## src/rtl/mem_access_ctrl_if.sv

```systemverilog
// mem_access_ctrl_if: CPU fetch/data request ports and MMU port bundled for mem_access_ctrl
interface mem_access_ctrl_if;
  logic        if_req, if_flush, if_ready, if_err, if_stall;
  logic [31:0] if_addr, if_rdata;
  logic        d_req, d_we, d_signed, d_ready, d_err, d_stall;
  logic [1:0]  d_width;
  logic [31:0] d_addr, d_wdata, d_rdata;
  logic        mmu_read_enable, mmu_write_enable, mmu_mem_signed_read, mmu_mem_ready;
  logic [1:0]  mmu_mem_data_width;
  logic [31:0] mmu_address, mmu_data_in, mmu_data_out;
  modport slave (
    input  if_req, if_addr, if_flush, d_req, d_we, d_signed, d_width, d_addr, d_wdata,
           mmu_mem_ready, mmu_data_out,
    output if_ready, if_rdata, if_err, if_stall, d_ready, d_rdata, d_err, d_stall,
           mmu_read_enable, mmu_write_enable, mmu_mem_signed_read, mmu_mem_data_width,
           mmu_address, mmu_data_in
  );
  modport master (
    output if_req, if_addr, if_flush, d_req, d_we, d_signed, d_width, d_addr, d_wdata,
           mmu_mem_ready, mmu_data_out,
    input  if_ready, if_rdata, if_err, if_stall, d_ready, d_rdata, d_err, d_stall,
           mmu_read_enable, mmu_write_enable, mmu_mem_signed_read, mmu_mem_data_width,
           mmu_address, mmu_data_in
  );
endinterface

```

## src/rtl/mem_access_ctrl.sv

```systemverilog
// mem_access_ctrl: arbitrates the single MMU port between instruction fetch and load/store
module mem_access_ctrl #(
  parameter int TIMEOUT_CYCLES = 64,
  parameter int MAX_D_STREAK   = 4
) (
  input logic clk,
  input logic reset,
  mem_access_ctrl_if.slave bus
);
  localparam int TW = TIMEOUT_CYCLES > 1 ? $clog2(TIMEOUT_CYCLES) : 1;
  localparam int SW = $clog2(MAX_D_STREAK + 1);
  typedef enum logic [1:0] {IDLE, FETCH, DATA} state_t;
  state_t state, state_n;
  logic [31:0] lat_addr, lat_wdata;
  logic [1:0]  lat_width;
  logic        lat_we, lat_signed, drop;
  logic [TW-1:0] tmo_cnt;
  logic [SW-1:0] streak;
  logic f_elig, d_elig, grant_d, grant_f, busy, done, tmo;
  // state register
  always_ff @(posedge clk) begin
    if (reset) state <= IDLE;
    else state <= state_n;
  end
  // grant arbitration, completion/timeout detection and next state
  always_comb begin
    f_elig  = bus.if_req && !bus.if_ready && !bus.if_flush;
    d_elig  = bus.d_req && !bus.d_ready;
    grant_d = state == IDLE && d_elig && !(streak == SW'(MAX_D_STREAK) && f_elig);
    grant_f = state == IDLE && f_elig && !grant_d;
    busy    = state != IDLE;
    done    = busy && bus.mmu_mem_ready;
    tmo     = busy && !bus.mmu_mem_ready && tmo_cnt == TW'(TIMEOUT_CYCLES - 1);
    state_n = grant_d ? DATA : grant_f ? FETCH : (done || tmo) ? IDLE : state;
  end
  assign bus.mmu_read_enable     = busy && !lat_we;
  assign bus.mmu_write_enable    = busy && lat_we;
  assign bus.mmu_mem_signed_read = lat_signed;
  assign bus.mmu_mem_data_width  = lat_width;
  assign bus.mmu_address         = lat_addr;
  assign bus.mmu_data_in         = lat_wdata;
  assign bus.if_stall            = bus.if_req && !bus.if_ready;
  assign bus.d_stall             = bus.d_req && !bus.d_ready;
  // access latches, counters, drop flag and per-port response registers
  always_ff @(posedge clk) begin
    if (reset) begin
      lat_addr <= '0;
      lat_wdata <= '0;
      lat_width <= '0;
      lat_we <= 1'b0;
      lat_signed <= 1'b0;
      drop <= 1'b0;
      tmo_cnt <= '0;
      streak <= '0;
      bus.if_ready <= 1'b0;
      bus.if_err <= 1'b0;
      bus.if_rdata <= '0;
      bus.d_ready <= 1'b0;
      bus.d_err <= 1'b0;
      bus.d_rdata <= '0;
    end else begin
      bus.if_ready <= 1'b0;
      bus.if_err <= 1'b0;
      bus.d_ready <= 1'b0;
      bus.d_err <= 1'b0;
      if (grant_d || grant_f) begin
        lat_addr <= grant_d ? bus.d_addr : bus.if_addr;
        lat_wdata <= grant_d ? bus.d_wdata : lat_wdata;
        lat_width <= grant_d ? bus.d_width : 2'b10;
        lat_we <= grant_d && bus.d_we;
        lat_signed <= grant_d && bus.d_signed;
        tmo_cnt <= '0;
        streak <= grant_d && f_elig ? streak + 1'b1 : '0;
      end
      if (busy) tmo_cnt <= tmo_cnt + 1'b1;
      if (state == FETCH) drop <= drop || bus.if_flush;
      if (done || tmo) begin
        drop <= 1'b0;
        if (state == DATA) begin
          bus.d_ready <= 1'b1;
          bus.d_err <= tmo;
          bus.d_rdata <= (tmo || lat_we) ? '0 : bus.mmu_data_out;
        end else if (!drop && !bus.if_flush) begin
          bus.if_ready <= 1'b1;
          bus.if_err <= tmo;
          bus.if_rdata <= tmo ? '0 : bus.mmu_data_out;
        end
      end
    end
  end
endmodule

```

## src/flat_wrapper.sv

```systemverilog
// flat-port wrapper written by rule: the top's interface ports become plain ports
module mem_access_ctrl_flat 
#(
  parameter int TIMEOUT_CYCLES = 64,
  parameter int MAX_D_STREAK   = 4
)
  (clk, reset, bus_if_req, bus_if_addr, bus_if_flush, bus_d_req, bus_d_we, bus_d_signed, bus_d_width, bus_d_addr, bus_d_wdata, bus_mmu_mem_ready, bus_mmu_data_out, bus_if_ready, bus_if_rdata, bus_if_err, bus_if_stall, bus_d_ready, bus_d_rdata, bus_d_err, bus_d_stall, bus_mmu_read_enable, bus_mmu_write_enable, bus_mmu_mem_signed_read, bus_mmu_mem_data_width, bus_mmu_address, bus_mmu_data_in);
  mem_access_ctrl_if bus_i ();
  input logic clk;
  input logic reset;
  input wire logic [$bits(bus_i.if_req)-1:0] bus_if_req;
  input wire logic [$bits(bus_i.if_addr)-1:0] bus_if_addr;
  input wire logic [$bits(bus_i.if_flush)-1:0] bus_if_flush;
  input wire logic [$bits(bus_i.d_req)-1:0] bus_d_req;
  input wire logic [$bits(bus_i.d_we)-1:0] bus_d_we;
  input wire logic [$bits(bus_i.d_signed)-1:0] bus_d_signed;
  input wire logic [$bits(bus_i.d_width)-1:0] bus_d_width;
  input wire logic [$bits(bus_i.d_addr)-1:0] bus_d_addr;
  input wire logic [$bits(bus_i.d_wdata)-1:0] bus_d_wdata;
  input wire logic [$bits(bus_i.mmu_mem_ready)-1:0] bus_mmu_mem_ready;
  input wire logic [$bits(bus_i.mmu_data_out)-1:0] bus_mmu_data_out;
  output wire logic [$bits(bus_i.if_ready)-1:0] bus_if_ready;
  output wire logic [$bits(bus_i.if_rdata)-1:0] bus_if_rdata;
  output wire logic [$bits(bus_i.if_err)-1:0] bus_if_err;
  output wire logic [$bits(bus_i.if_stall)-1:0] bus_if_stall;
  output wire logic [$bits(bus_i.d_ready)-1:0] bus_d_ready;
  output wire logic [$bits(bus_i.d_rdata)-1:0] bus_d_rdata;
  output wire logic [$bits(bus_i.d_err)-1:0] bus_d_err;
  output wire logic [$bits(bus_i.d_stall)-1:0] bus_d_stall;
  output wire logic [$bits(bus_i.mmu_read_enable)-1:0] bus_mmu_read_enable;
  output wire logic [$bits(bus_i.mmu_write_enable)-1:0] bus_mmu_write_enable;
  output wire logic [$bits(bus_i.mmu_mem_signed_read)-1:0] bus_mmu_mem_signed_read;
  output wire logic [$bits(bus_i.mmu_mem_data_width)-1:0] bus_mmu_mem_data_width;
  output wire logic [$bits(bus_i.mmu_address)-1:0] bus_mmu_address;
  output wire logic [$bits(bus_i.mmu_data_in)-1:0] bus_mmu_data_in;
  assign bus_i.if_req = bus_if_req;
  assign bus_i.if_addr = bus_if_addr;
  assign bus_i.if_flush = bus_if_flush;
  assign bus_i.d_req = bus_d_req;
  assign bus_i.d_we = bus_d_we;
  assign bus_i.d_signed = bus_d_signed;
  assign bus_i.d_width = bus_d_width;
  assign bus_i.d_addr = bus_d_addr;
  assign bus_i.d_wdata = bus_d_wdata;
  assign bus_i.mmu_mem_ready = bus_mmu_mem_ready;
  assign bus_i.mmu_data_out = bus_mmu_data_out;
  assign bus_if_ready = bus_i.if_ready;
  assign bus_if_rdata = bus_i.if_rdata;
  assign bus_if_err = bus_i.if_err;
  assign bus_if_stall = bus_i.if_stall;
  assign bus_d_ready = bus_i.d_ready;
  assign bus_d_rdata = bus_i.d_rdata;
  assign bus_d_err = bus_i.d_err;
  assign bus_d_stall = bus_i.d_stall;
  assign bus_mmu_read_enable = bus_i.mmu_read_enable;
  assign bus_mmu_write_enable = bus_i.mmu_write_enable;
  assign bus_mmu_mem_signed_read = bus_i.mmu_mem_signed_read;
  assign bus_mmu_mem_data_width = bus_i.mmu_mem_data_width;
  assign bus_mmu_address = bus_i.mmu_address;
  assign bus_mmu_data_in = bus_i.mmu_data_in;
  mem_access_ctrl #(.TIMEOUT_CYCLES(TIMEOUT_CYCLES), .MAX_D_STREAK(MAX_D_STREAK)) u_core (.clk(clk), .reset(reset), .bus(bus_i));
endmodule
```

## config.mk

```make
export PLATFORM = sky130hd
export DESIGN_NAME = mem_access_ctrl_flat
export DESIGN_NICKNAME = d
export VERILOG_FILES = /design/src/rtl/mem_access_ctrl_if.sv /design/src/rtl/mem_access_ctrl.sv /design/src/flat_wrapper.sv
export SDC_FILE = /design/constraint.sdc
export NUM_CORES = 1
export LEC_CHECK = 0
export BUFFER_PORTS_ARGS = -buffer_cell sky130_fd_sc_hd__buf_4
export CAP_MARGIN = 10
export CORE_ASPECT_RATIO = 0.7
export CORE_MARGIN = 2
export CORE_UTILIZATION = 36
export CTS_CLUSTER_DIAMETER = 80
export DETAILED_ROUTE_END_ITERATION = 10
export PLACE_DENSITY = 0.66
export SLEW_MARGIN = 20
export SYNTH_ARGS = -nofsm -noshare
export SYNTH_HDL_FRONTEND = slang
export SYNTH_SLANG_ARGS = --single-unit
```

## constraint.sdc

```tcl
create_clock -name clk -period 2.6 [get_ports clk]
set_input_delay 0.26 -clock clk [delete_from_list [all_inputs] [get_ports clk]]
set_output_delay 0.26 -clock clk [all_outputs]
set_load 0.01 [all_outputs]
```

==> results of run 1 <==
==> worst max-delay path by stage <==
stage / slack, ns / to / depth (start not counted) / startpoint
2_1_floorplan: 0.83 / u_core.bus.d_rdata[0] / 6 / u_core.tmo_cnt[0]
3_3_place_gp: 0.77 / u_core.bus.mmu_address[11] / 6 / u_core.state[0]
3_5_place_dp: 0.61 / u_core.bus.mmu_address[13] / 6 / u_core.state[1]
4_1_cts: 0.60 / u_core.bus.mmu_address[13] / 6 / u_core.state[1]
5_1_grt: 0.48 / u_core.bus.mmu_address[1] / 6 / u_core.state[1]
6_report: 0.60 / u_core.bus.mmu_address[13] / 6 / u_core.state[1]
==> cell usage in the layout, fill, tap and decap left out, types with 3 or more instances in the layout <==
cell type   count
a22o_1         64
nand3_1         4
inv_1           6
clkbuf_16      17
buf_4         287
nor3b_1         3
nand2_1        73
a22oi_1         4
nor3_1          3
ha_1            3
dfxtp_1       148
nor4_1         64
clkinv_2        4
o21ai_0         4
nor2_1         79
a21oi_1        40
clkinvlp_4      5
==> stage by stage <==
step / hold slack (ns) / total power (uW) / setup WS [ns] / utilization, %
3_5_place_dp: 0.449 / 3380 / 0.611 / 53.3
3_3_place_gp: 0.444 / 3350 / 0.771 / 53.3
4_1_cts: 0.0408 / 5740 / 0.602 / 57.3
2_1_floorplan: 0.386 / 2900 / 0.828 / -
6_report: 0.0604 / 5690 / 0.599 / 57.3
5_1_grt: 0.0545 / 5920 / 0.477 / 57.3
==> kinds of logic (layout without fill, tap and decap cells) <==
| logic type | Yosys count | in the layout | share of synthesized area (%) |
|---|---|---|---|
| flops | 148 | 148 | 56.3 |
| compound gates | 128 | 128 | 18.0 |
| fa+ha+maj | 3 | 3 | 0.713 |
| simple gates | 237 | 237 | 21.0 |
| buf+inv | 53 | 326 | 4.02 |
==> cell type report <==
cell class / instances / area, sq um
inverters: 6 / 22.5
flip-flops and latches: 148 / 2960
fillers: 1229 / 6020
multi-input cells: 368 / 2110
well taps: 190 / 238
clock buffers: 19 / 433
clock inverters: 13 / 135
repair buffers: 288 / 2170
==> report_power, final <==
part,switching (uW),internal (uW)
Combinational,444,414
Sequential,73.5,2400
Clock,954,1410
Total,1470,4220
==> layer usage <==
metal | up-vias | share of wire (%) | track usage (%)
met2 | 149 | 50 | 34.9
met3 | 34 | 4.7 | 3.97
met5 | - | 0 | 0
met4 | 0 | 2.6 | 9.52
met1 | 2538 | 43 | 26.4
li1 | 2565 | - | -
==> sequential cells by signal (all words and copies together) (netlist names), 2 cells and up <==
signal / count
u_core.tmo_cnt: 6
u_core.bus.mmu_mem_data_width: 2
u_core.state: 2
u_core.bus.mmu_data_in: 32
u_core.streak: 3
u_core.bus.if_rdata: 32
u_core.bus.d_rdata: 32
u_core.bus.mmu_address: 32
==> impl_metrics.toml, run 1 <==
[yosys]
synth.area.top_cells = "dfxtp_1, a22o_1, nor4_1"
synth_top_area_share_pct = 56.3
synth_top_cell_by_area = "dfxtp_1"
async_flop_share_pct = 0
syn_avg_cell_area_sq_um = 9.25
synth_cell_types = 33
synth_nets = 710
synth.most_common_cell = "dfxtp_1"
synth-edff-count = 0
seq_area_frac_synth_pct = 56.3
synth_area_sq_um = 5270
ys_ff_latch = 148
synthCells = 569
synth_ff_type = "dfxtp_1"
yosys_warnings = 0
synth_commonest_cells = "dfxtp_1, nor2_1, nand2_1"

[placement]
dp.cells = 1000
globalplace.congestion = 0.823
placed_area_sq_um = 7510
hpwlAfterDp_microns = 12000
io_buffers = 276

[worst_setup_path]
path_max_fanout = 65
worstPathRequired_ns = 2.90
reg2reg_to = "u_core.bus.mmu_address[13]"
worstSetupEndpointType = "flop"
crit_family = "buffers and inverters"
crit_buf_inv = 2
critPathSlowestCell = "dfxtp_1"
cpPeakStageDelay_ns = 0.43
crit_chain = "or2_1 -> buf_4 -> a311o_2 -> buf_12 -> nor2_1 -> nor4_1"
r2r-start = "u_core.state[1]"
cp.arrival_ns = 2.30
r2r_cells = 6
rrSetupSlack_ns = 0.60
crit_type = "flop to flop"
cp-start-kind = "flop"

[clock_network]
cts_tree = "done"
path_clk_slew_ns = 0.06
clk_path_buf_depth = 2
ctsHoldBuffers = 0
h-tree-depth = 4
clock_latency_ns = 0.42
cts_buffers = 17
cts_setup_buffers = 0
cts_resized = 0
cts.sinks = 148
clock-root-buffer = "clkbuf_16"

[grt]
antenna_found_initial = 0
grt_max_degree = 81
first_global_vias = 5068
gr-total-overflow = 0
globalRouteTotalUtil_pct = 21.0
grt_pass1_wl_microns = 26200

[routing]
wirelength_microns = 17000
drcViolationCount = 0
first_iter_violations = 302
drtAntennaViolNets = 0
wl_per_cell_microns = 16.4
viasPerCell = 5.12
drt_pre_antenna_iters = 4
vias = 5286

[sta]
hold_violations = 0
worstMarginPinSlew_ns = 0.869
setup-violations-final = 0
fin_skew_ns = 0.0122
slew_viol_final = 0
max_freq_ghz = 0.500
post-route-period-util_pct = 76.9
rsz0062_at_grt = "no"
max_slew_margin_pct = 42.1
setup_tns_ns = 0
min_period_ns = 2.00

[cells_and_area]
diodes = 0
syn2layout_area_growth_pct = 53.4
fin_nets = 970
fin_area_sq_um = 8080
stdcell_count = 1032
drive_above_1_share_pct = 38.8

[floorplan]
fp-row-count = 36
core_area_sq_um = 14100
die_w_microns = 149
die_h_microns = 105
initial_utilization_pct = 37.3
die_area_sq_um = 15600
io_pins = 277

[status]
status = "complete, no violations"

[power_and_ir_drop]
p_leak_uw = 0.00364
worst_ir_drop_vdd_v = 0.000424
powerDensity_nw_per_um2 = 704

[worst_hold_path]
hold-path-endpoint = "u_core.bus.if_rdata[31]"
hold_depth = 2
hold_path.startpoint = "bus_mmu_data_out[31]"
hp-class = "primary input to flop"

[job]
cap_violations = 0
Note: power is estimated with default switching activity, not from simulation.
==> inputs of run 2 (changes only) <==
ABC_AREA = 1   (was not set)
PLACE_DENSITY = not set   (was 0.66)
clock period = 1.96 ns   (was 2.6 ns; I/O delays follow)
==> run 2 against run 1 <==
Effect of this change:
- critical path type unchanged
- fmax is 12% higher
- synthesized area is 29% higher
- critical endpoint is now u_core.bus.d_rdata[12]
- clock power is 38% higher
- cell count is 45% higher
- sequential power is 36% higher
- via count rose by 32%
- utilization decreased by 4.1 points
- worst hold slack lost 0.042 ns
- sequential share of layout area fell by 6.2 points
- synthesized cell count grew 75%
- setup slack worse by 0.43 ns
- critical path depth up 3
==> impl_metrics.toml, run 2 <==
[yosys]
synth.most_common_cell = "nand2_1"
synth-edff-count = 0
syn_avg_cell_area_sq_um = 6.81
synth_commonest_cells = "nand2_1, dfxtp_1, nor2_1"
synth_cell_types = 27
yosys_warnings = 0
synth_top_cell_by_area = "dfxtp_1"
synthCells = 998
ys_ff_latch = 148
synth_nets = 1139
synth_area_sq_um = 6790
async_flop_share_pct = 0
seq_area_frac_synth_pct = 43.6
synth_top_area_share_pct = 43.6
synth.area.top_cells = "dfxtp_1, nand2_1, nand3_1"
synth_ff_type = "dfxtp_1"

[grt]
grt_pass1_wl_microns = 33900
gr-total-overflow = 0
first_global_vias = 6471
grt_max_degree = 66
antenna_found_initial = 0
globalRouteTotalUtil_pct = 21.2

[worst_setup_path]
cp.arrival_ns = 2.10
reg2reg_to = "u_core.bus.d_rdata[12]"
r2r-start = "u_core.tmo_cnt[0]"
worstPathRequired_ns = 2.27
r2r_cells = 9
rrSetupSlack_ns = 0.17
crit_type = "flop to flop"
path_max_fanout = 42
worstSetupEndpointType = "flop"
cp-start-kind = "flop"

[sta]
post-route-period-util_pct = 91.2
setup-violations-final = 0
rsz0062_at_grt = "no"
fin_skew_ns = 0.0117
min_period_ns = 1.79
worstMarginPinSlew_ns = 0.471
setup_tns_ns = 0
max_slew_margin_pct = 68.6
slew_viol_final = 0
max_freq_ghz = 0.559
hold_violations = 0
setup_ws_ns = 0.172

[worst_hold_path]
hold_depth = 3
hp-class = "primary input to flop"
hold-path-endpoint = "u_core.bus.d_rdata[14]"
hold_path.startpoint = "bus_mmu_data_out[14]"

[clock_network]
cts.sinks = 148
cts_buffers = 17
cts_setup_buffers = 0
path_clk_slew_ns = 0.07
h-tree-depth = 4
cts_tree = "done"
clk_path_buf_depth = 2
clock_latency_ns = 0.42
clock-root-buffer = "clkbuf_16"

[routing]
viasPerCell = 4.68
wl_per_cell_microns = 14.2
vias = 6985
wirelength_microns = 21200
drtAntennaViolNets = 0
drcViolationCount = 0
drt_pre_antenna_iters = 4
first_iter_violations = 570

[floorplan]
die_h_microns = 119
io_pins = 277
die_w_microns = 168
fp-row-count = 41
core_area_sq_um = 18300
die_area_sq_um = 20000
initial_utilization_pct = 37.2

[cells_and_area]
drive_above_1_share_pct = 27.6
multi_input_area_sq_um = 3080
final_cell_mix = "buf_4, nand2_1, dfxtp_1, nor2_1, nand3_1"
fill_cells = 1850
fin_area_sq_um = 9710
fin_nets = 1385
diodes = 0
syn2layout_area_growth_pct = 42.9
layout_commonest_cell = "buf_4"
seq_area_sq_um = 2960

[power_and_ir_drop]
powerDensity_nw_per_um2 = 868
p_leak_uw = 0.00507
worst_ir_drop_vdd_v = 0.000510

[placement]
dp_slack_ns = 0.0635
hpwlAfterDp_microns = 14600
globalplace.congestion = 0.781
io_buffers = 276
placed_area_sq_um = 9060

[job]
cap_violations = 0

[status]
status = "complete, no violations"
run 2: cell count changes after synthesis, moves of 37 or more:
| cell | previous run | this run |
|---|---|---|
| a21oi_1 | 41 | 78 |
| a22o_1 | 64 | 0 |
| nand2_1 | 73 | 234 |
| nand3_1 | 4 | 131 |
| inv_1 | 6 | 97 |
| nor2_1 | 81 | 137 |
| nor4_1 | 64 | 0 |
run 2: critical path, cell delays in order (launching register included):
cell	delay (ns)
dfxtp_1	0.37
ha_1	0.21
nand3_1	0.15
nor2_4	0.16
nand2_2	0.08
nand2_2	0.11
nand2_2	0.17
buf_12	0.24
a21oi_1	0.15
nor2_1	0.06
run 2: stage by stage:
step / hold WS, ns / std cells / util (%) / total power (uW)
3_5_place_dp: 0.434 / 1456 / 49.6 / 5230
2_1_floorplan: 0.331 / 998 / - / 4400
6_report: 0.0187 / 1493 / 53.2 / 8430
3_3_place_gp: 0.421 / 1456 / 49.6 / 5220
4_1_cts: 0.00257 / 1493 / 53.1 / 8510
5_1_grt: 0.0122 / 1493 / 53.2 / 8870
run 2: what timing repair did:
| item | CTS | global route |
|---|---|---|
| endpoints found under the hold margin | 5 | 0 |
| gates resized for setup | 0 | 2 |
| endpoints found under the setup margin | 0 | 23 |
| hold buffers | 5 | 0 |
run 2: final cells by class:
| type | instances | area share [%] |
|---|---|---|
| multi-input combinational | 672 | 31.8 |
| sequential | 148 | 30.5 |
| timing repair buffer | 301 | 24.6 |
| clock buffer | 18 | 4.52 |
| inverter | 104 | 4.06 |
| tap | 236 | 3.04 |
| clock inverter | 14 | 1.52 |
run 2: cells by family after synthesis:
logic type | after synthesis | synth area share, %
XOR/XNOR | 1 | 0.129
adder cells (fa/ha/maj) | 3 | 0.553
flip-flops | 148 | 43.6
AO/OA/AOI/OAI | 115 | 8.62
AND/OR/NAND/NOR | 553 | 35.7
buffers and inverters | 178 | 11.4
run 2: worst max-delay path by stage:
| stage | from | to | slack [ns] |
|---|---|---|---|
| global placement | u_core.state[0] | u_core.bus.d_rdata[9] | 0.15 |
| global route | u_core.state[1] | u_core.bus.d_rdata[12] | 0.01 |
| floorplan | u_core.tmo_cnt[0] | u_core.bus.d_rdata[14] | 0.36 |
| finish | u_core.tmo_cnt[0] | u_core.bus.d_rdata[12] | 0.17 |
| detailed placement | u_core.state[0] | u_core.bus.d_rdata[14] | 0.06 |
| CTS | u_core.state[0] | u_core.bus.d_rdata[2] | 0.03 |
run 2: report_power, final:
group          internal, uW  switching (uW)  total (uW)  leakage, uW
Combinational           840             961        1800      0.00357
Clock                  1920            1330        3260     0.000288
Sequential             3240             123        3370      0.00121
run 2: layer usage:
| metal | up-vias | track usage (%) | share of wire [%] |
|---|---|---|---|
| li1 | 3642 | - | - |
| met1 | 3111 | 28.6 | 47 |
| met2 | 218 | 32.5 | 43 |
| met3 | 14 | 7.18 | 8.4 |
| met4 | 0 | 5.23 | 1.1 |
| met5 | - | 0 | 0 |
==> inputs of run 3 (changes only) <==
CORE_UTILIZATION = 49   (was 36)
PLACE_DENSITY = 0.81   (was not set)
==> run 3 against run 2 <==
Effect of this change:
- fmax is 2.2% higher
- wire length fell by 9.4%
- setup slack improved by 0.039 ns
- first-iteration DRC count decreased by 26%
- register-to-register slack gained 0.04 ns
- clock power about the same
- cell area decreased by 1.2%
- via count is 1.3% higher
- global-route usage up 4.3 points
- total power down 0.36%
==> impl_metrics.toml, run 3 (synthesis gave the netlist of run 2 again) <==
[status]
status = "complete, no violations"

[clock_network]
clk_path_buf_depth = 2
path_clk_slew_ns = 0.06
cts_buffers = 17
cts_resized = 0
cts_tree = "done"
cts_setup_buffers = 0
ctsHoldBuffers = 0
clock_latency_ns = 0.41
clock-root-buffer = "clkbuf_16"
cts.sinks = 148
h-tree-depth = 4

[placement]
hpwlAfterDp_microns = 13200
dp_slack_ns = 0.241
globalplace.congestion = 0.809
io_buffers = 276
dp.cells = 1405

[sta]
hold_violations = 0
max_slew_margin_pct = 76.3
fin_skew_ns = 0.0102
slew_viol_final = 0
worstMarginPinSlew_ns = 0.354
setup-violations-final = 0
min_period_ns = 1.75
hold_ws_ns = 0.0185
rsz0062_at_grt = "no"
post-route-period-util_pct = 89.2
setup_ws_ns = 0.211
setup_tns_ns = 0
max_freq_ghz = 0.572

[grt]
grt_max_degree = 83
grt_pass1_wl_microns = 30300
first_global_vias = 6233
gr-total-overflow = 0
antenna_found_initial = 0
globalRouteTotalUtil_pct = 25.4

[floorplan]
die_w_microns = 145
initial_utilization_pct = 50.9
core_area_sq_um = 13400
io_pins = 277
die_area_sq_um = 14800
die_h_microns = 103
fp-row-count = 35

[routing]
vias = 7079
drtAntennaViolNets = 0
first_iter_violations = 419
wirelength_microns = 19200
drcViolationCount = 0
wl_per_cell_microns = 13.4
viasPerCell = 4.93
drt_pre_antenna_iters = 5

[cells_and_area]
final_cell_mix = "buf_4, nand2_1, dfxtp_1, nor2_1, nand3_1"
stdcell_count = 1437
fin_nets = 1380
diodes = 0
drive_above_1_share_pct = 27.5
layout_commonest_cell = "buf_4"
fill_cells = 1132
syn2layout_area_growth_pct = 41.2

[worst_setup_path]
reg2reg_to = "u_core.bus.if_rdata[11]"
crit_type = "flop to flop"
crit_start = "u_core.tmo_cnt[0]"
r2r-start = "u_core.tmo_cnt[0]"
path_max_fanout = 82
r2r_cells = 9
cp-start-kind = "flop"
worstSetupEndpoint = "u_core.bus.if_rdata[11]"
cp.arrival_ns = 2.05
rrSetupSlack_ns = 0.21
worstSetupEndpointType = "flop"
worstPathRequired_ns = 2.26

[power_and_ir_drop]
p_leak_uw = 0.00504
swShare_pct = 28.3
switching_power_uw = 2380
worst_ir_drop_vdd_v = 0.000683
powerDensity_nw_per_um2 = 875
pwr-share-comb_pct = 21.1
intPower_uw = 6020
p_clk_share_pct = 38.8
seq_power_share_pct = 40.1

[worst_hold_path]
hp-class = "primary input to flop"

[job]
cap_violations = 0
-- run 3: power groups by stage --
stage                     combinational [uW]  clock (uW)  sequential [uW]
after floorplan                          882           0             3520
after global placement                  1750           0             3420
after detailed placement                1770           0             3430
after CTS                               1780        3310             3360
after global routing                    1970        3460             3390
final                                   1770        3260             3360
-- run 3: worst min-delay path by stage --
stage	endpoint	cells past startpoint	slack [ns]	from
final	u_core.bus.mmu_mem_data_width[1]	3	0.02	bus_d_width[1]
after global routing	u_core.bus.mmu_data_in[1]	3	0.01	bus_d_wdata[1]
after CTS	u_core.bus.mmu_mem_data_width[1]	3	0.004	bus_d_width[1]
after detailed placement	u_core.bus.mmu_mem_data_width[1]	3	0.43	bus_d_width[1]
after global placement	u_core.bus.mmu_mem_data_width[1]	3	0.42	bus_d_width[1]
after floorplan	u_core.bus.mmu_mem_data_width[1]	2	0.33	bus_d_width[1]
-- run 3: metal layers --
metal / vias up / wire (microns) / GRT usage [%]
li1: 3632 / - / -
met1: 3142 / 8360 / 33.5
met2: 282 / 8800 / 41.6
met3: 23 / 1800 / 6.92
met4: 0 / 295 / 6.87
met5: - / 0 / 0
-- run 3: layout make-up --
class | count | area, sq um | area share, %
multi-input cells | 672 | 3060 | 32.0
repair buffers | 296 | 2350 | 24.5
clock inverters | 12 | 145 | 1.51
flip-flops and latches | 148 | 2960 | 30.9
inverters | 104 | 393 | 4.10
clock buffers | 20 | 447 | 4.66
well taps | 185 | 231 | 2.41
-- run 3: critical path, cell delays in order (launching register included) --
cell	delay (ns)
dfxtp_1	0.36
ha_1	0.20
nand3_1	0.12
nor2_2	0.19
nand2_2	0.10
nand2_2	0.10
buf_12	0.31
nand3_1	0.14
nand2_1	0.09
nor2_1	0.04
-- run 3: metrics by stage --
step / power, uW / utilization, % / area (sq um)
floorplan: 4400 / - / 6790
global placement: 5170 / 67.4 / 9000
detailed placement: 5200 / 67.4 / 9000
CTS: 8460 / 71.8 / 9590
global route: 8820 / 71.8 / 9590
finish: 8390 / 71.8 / 9590
